--- src/rtl/vga_sig_gen.sv ---
// 640x480@60 VGA timing generator reading a 256x128 1-bit frame buffer.
// Each buffer pixel is shown as a 4x4 block; colour, HS and VS leave through one aligned register stage.
module vga_sig_gen #(
  parameter int CLK_DIV = 4,
  parameter int H_VIS   = 640,
  parameter int H_FP    = 16,
  parameter int H_SYNC  = 96,
  parameter int H_BP    = 48,
  parameter int V_VIS   = 480,
  parameter int V_FP    = 10,
  parameter int V_SYNC  = 2,
  parameter int V_BP    = 33
) (
  input  logic        CLK,
  input  logic        RESET,
  input  logic [15:0] CONFIG_COLOURS,
  output logic [14:0] DPR_ADDR,
  input  logic        DPR_DATA,
  output logic        VGA_HS,
  output logic        VGA_VS,
  output logic [7:0]  VGA_COLOUR,
  output logic        FRAME_DONE
);

  localparam int DW = (CLK_DIV > 1) ? $clog2(CLK_DIV) : 1;
  localparam logic [DW-1:0] D_LAST = DW'(CLK_DIV - 1);

  localparam logic [9:0] H_LAST   = 10'(H_VIS + H_FP + H_SYNC + H_BP - 1);
  localparam logic [9:0] H_VIS_C  = 10'(H_VIS);
  localparam logic [9:0] HS_BEG   = 10'(H_VIS + H_FP);
  localparam logic [9:0] HS_END   = 10'(H_VIS + H_FP + H_SYNC - 1);
  localparam logic [9:0] V_LAST   = 10'(V_VIS + V_FP + V_SYNC + V_BP - 1);
  localparam logic [9:0] V_VIS_C  = 10'(V_VIS);
  localparam logic [9:0] VS_BEG   = 10'(V_VIS + V_FP);
  localparam logic [9:0] VS_END   = 10'(V_VIS + V_FP + V_SYNC - 1);

  logic [DW-1:0] d_q, d_d;
  logic [9:0]    hc_q, hc_d;
  logic [9:0]    vc_q, vc_d;
  logic          hs_q, hs_d;
  logic          vs_q, vs_d;
  logic [7:0]    col_q, col_d;
  logic          fd_q, fd_d;
  logic          stb, vis, h_last, v_last;

  always_comb begin
    stb    = (d_q == D_LAST);
    h_last = (hc_q >= H_LAST);
    v_last = (vc_q >= V_LAST);
    vis    = (hc_q < H_VIS_C) && (vc_q < V_VIS_C);

    d_d   = (d_q >= D_LAST) ? '0 : d_q + 1'b1;
    hc_d  = hc_q;
    vc_d  = vc_q;
    hs_d  = hs_q;
    vs_d  = vs_q;
    col_d = col_q;
    fd_d  = 1'b0;

    // All outputs use the pre-increment counters, so they share one pixel of delay.
    if (stb) begin
      hc_d = h_last ? '0 : hc_q + 10'd1;
      if (h_last) begin
        vc_d = v_last ? '0 : vc_q + 10'd1;
      end
      col_d = vis ? (DPR_DATA ? CONFIG_COLOURS[15:8] : CONFIG_COLOURS[7:0]) : 8'h00;
      hs_d  = !((hc_q >= HS_BEG) && (hc_q <= HS_END));
      vs_d  = !((vc_q >= VS_BEG) && (vc_q <= VS_END));
      fd_d  = (hc_q == H_LAST) && (vc_q == V_LAST);
    end
  end

  always_ff @(posedge CLK or posedge RESET) begin
    if (RESET) begin
      d_q   <= '0;
      hc_q  <= '0;
      vc_q  <= '0;
      hs_q  <= 1'b1;
      vs_q  <= 1'b1;
      col_q <= 8'h00;
      fd_q  <= 1'b0;
    end else begin
      d_q   <= d_d;
      hc_q  <= hc_d;
      vc_q  <= vc_d;
      hs_q  <= hs_d;
      vs_q  <= vs_d;
      col_q <= col_d;
      fd_q  <= fd_d;
    end
  end

  // Address comes straight from the counters; the buffer answers one CLK later, well before the next strobe.
  assign DPR_ADDR   = {vc_q[8:2], hc_q[9:2]};
  assign VGA_HS     = hs_q;
  assign VGA_VS     = vs_q;
  assign VGA_COLOUR = col_q;
  assign FRAME_DONE = fd_q;

endmodule

--- config.mk ---
export PLATFORM = sky130hd
export DESIGN_NAME = vga_sig_gen
export DESIGN_NICKNAME = d
export VERILOG_FILES = /design/src/rtl/vga_sig_gen.sv
export SDC_FILE = /design/constraint.sdc
export NUM_CORES = 1
export LEC_CHECK = 0
export CORE_ASPECT_RATIO = 1.4
export CORE_MARGIN = 3
export CORE_UTILIZATION = 53
export CTS_CLUSTER_SIZE = 14
export DETAILED_ROUTE_END_ITERATION = 16
export GPL_TIMING_DRIVEN = 0
export HOLD_SLACK_MARGIN = 0.12
export PLACE_DENSITY = 0.85
export SLEW_MARGIN = 20
export SYNTH_ARGS = -nofsm -noshare
export SYNTH_HDL_FRONTEND = slang
export SYNTH_SLANG_ARGS = --single-unit
--- constraint.sdc ---
create_clock -name CLK -period 3.45 [get_ports CLK]
set_input_delay 0.8625 -clock CLK [delete_from_list [all_inputs] [get_ports CLK]]
set_output_delay 0.8625 -clock CLK [all_outputs]
set_load 0.1 [all_outputs]
==> results.ini <==
[run_status]
status = complete, no violations

[floorplan]
initial_core_util = 0.573
io_pins = 45
row_count = 24
die-area_um2 = 4260
die_w_um = 56.0
core-area_um2 = 3240
die_y_um = 76.1

[sta]
max_freq_mhz = 335
finalHoldViolCount = 0
setup-tns-final_ns = 0
worst_hold_slack_ns = 0.429
finalSetupViolCount = 0
finalMaxSlewViolations = 0
finalCriticalPeriod_ns = 2.98
relSlewSlack = 0.330
finClkSkew_ns = 0.0111
rsz0062_at_grt = no
finalCritPeriodShare = 0.865
setup_slack_ns = 0.465
worstMarginPinSlew_ns = 1.00

[global_routing]
grt_pass1_vias = 1502
top_usage_layer = met2
grt_pass1_wl_mm = 7.32
grt_max_degree = 34
met2_usage = 0.343
grtUsageMet3 = 0.0627
antenna_found_initial = 0
grt-ovfl-total = 0
use_met1 = 0.269
grt.total_usage = 0.215

[placed_design]
hpwlAfterDp_mm = 3.06
gp_congestion = 0.795
post-place-ws_ns = 0.792
io_buffers = 43
dp.cells = 276

[cells_and_area]
final_util = 0.757
final_nets = 268
final_cells = 284
insertedDiodeCount = 0
area_growth_syn_to_layout_pct = 32.1
drive_gt1_frac = 0.151

[worst_setup_path]
rrSetupSlack_ns = 1.40
worstPathArrival_ns = 2.12
critPathRequiredTime_ns = 2.59
crit_start = vc_q[8]
r2r.worst_path.cells = 5
crit_path_max_fanout = 8
r2r_end = vc_q[2]
cp-start-kind = register
criticalPathCategory = reg -> out
crit_path_end_kind = primary output
endpoint = DPR_ADDR[14]
r2r-start = hc_q[0]

[synth]
syn-num-nets = 218
ys.warnings.count = 0
synth_ff_type = dfrtp_1
syn_area_per_cell_um2 = 9.58
syn_inst = 194
yosysSeqAreaShare = 0.446
synth-async-reset-ratio = 1.00
synth_edf_count = 0
ys_types = 45
netlist_area_um2 = 1860
ys_seq_elements = 33

[cts]
clock_sinks = 33
cts_tree = done
postCtsHoldBufs = 0
post_cts_buffers = 0
cts.path.max_buffers = 2
numCtsBuffers = 5
clk_pin_slew_ns = 0.07
cts_resized = 0
clock-root-buffer = clkbuf_8
cts_max_level = 2
clk_latency_ns = 0.29

[route]
num_vias = 1569
routedWlPerCell_um = 15.0
route.detailed.drc = 0
drt-initial-drc-count = 38
ant_nets = 0
firstDrtPassIters = 4
wl_mm = 4.27
avgViaCountPerCell = 5.52

[hold_path]
min_path_type = reg -> reg

[power_and_ir_drop]
p_leak_nw = 1.09
ir_worst_vdd_mv = 0.275
p_per_area_nw_per_um2 = 361

[run]
drv_cap = 0

-- logic make-up after synthesis --
group / synth area share
XOR/XNOR: 0.0236
AO/OA/AOI/OAI: 0.161
buffers and inverters: 0.107
flip-flops: 0.446
AND/OR/NAND/NOR: 0.186
adder cells (fa/ha/maj): 0.0337
multiplexers: 0.0431
-- cell usage after synthesis, types with 2 or more instances --
master     instances  share of area
o2bb2ai_1          2         0.0094
xor2_1             2         0.0094
dfstp_2            2          0.028
a31oi_1            2         0.0067
nand3_1            8          0.022
a211oi_1           2         0.0081
nand2_1           11          0.022
xnor2_1            3          0.014
ha_1               5          0.034
buf_4             15          0.061
a21o_1             3          0.012
clkbuf_1           6          0.012
dfrtp_1           31           0.42
inv_1             16          0.032
o21ai_0            7          0.019
nor3_1             3         0.0081
and3_1             5          0.017
nor4_1             2         0.0067
nor2_1            16          0.032
a22o_2             2          0.011
o22ai_1           10          0.034
nand4_1            5          0.017
mux2i_1            8          0.043
a21oi_1            7          0.019
-- state kept, by name, summed over array words and instances (netlist names) --
| register | flops |
|---|---|
| hc_q | 10 |
| vc_q | 10 |
| FRAME_DONE | 1 |
| d_q | 2 |
| VGA_VS | 1 |
| VGA_HS | 1 |
| VGA_COLOUR | 8 |
-- worst max-delay path: stages (launching register included) --
cell,delay [ns]
dfrtp_1,0.53
buf_4,0.17
clkdlybuf4s50_1,1.13
-- layout by cell type (no fill, tap or decap), types with 5 or more instances in the layout --
cell / synthesis / routed
a21oi_1: 7 / 7
and3_1: 5 / 5
buf_4: 15 / 15
clkbuf_1: 6 / 7
clkbuf_8: 0 / 6
clkdlybuf4s50_1: 0 / 43
dfrtp_1: 31 / 31
ha_1: 5 / 5
inv_1: 16 / 15
mux2i_1: 8 / 8
nand2_1: 11 / 11
nand3_1: 8 / 8
nand4_1: 5 / 5
nor2_1: 16 / 16
o21ai_0: 7 / 7
o22ai_1: 10 / 10
-- worst min-delay path by stage --
stage                 from     end  cells past startpoint
finish              d_q[0]  d_q[0]                      1
global placement    d_q[0]  d_q[0]                      1
floorplan           d_q[0]  d_q[0]                      1
detailed placement  d_q[0]  d_q[0]                      1
global route        d_q[0]  d_q[0]                      1
CTS                 d_q[0]  d_q[0]                      1
-- through the flow --
stage                     area [um2]  total power (W)
after floorplan                 1860         0.000479
after global placement          2340         0.000517
after detailed placement        2340         0.000519
after CTS                       2450         0.000893
after global routing            2450         0.000925
final                           2450         0.000886
-- where the power goes --
part           switching [W]  internal [W]  total [W]
Clock               0.000140      0.000235   0.000376
Combinational      0.0000753     0.0000374   0.000113
Sequential        0.00000359      0.000394   0.000398
-- cell type report --
class	count	area, um2
Clock inverter	1	30.0
Fill cell	231	790
Timing Repair Buffer	43	430
Tap cell	39	48.8
Inverter	16	60.1
Multi-Input combinational cell	123	831
Buffer	22	139
Clock buffer	7	86.3
Sequential cell	33	828
-- metal layers --
layer / vias to the layer above / part of all wire
li1: 766 / -
met2: 51 / 0.51
met5: - / 0
met4: 0 / 0.019
met1: 745 / 0.41
met3: 7 / 0.062
Power figures use the tool's default switching activity.
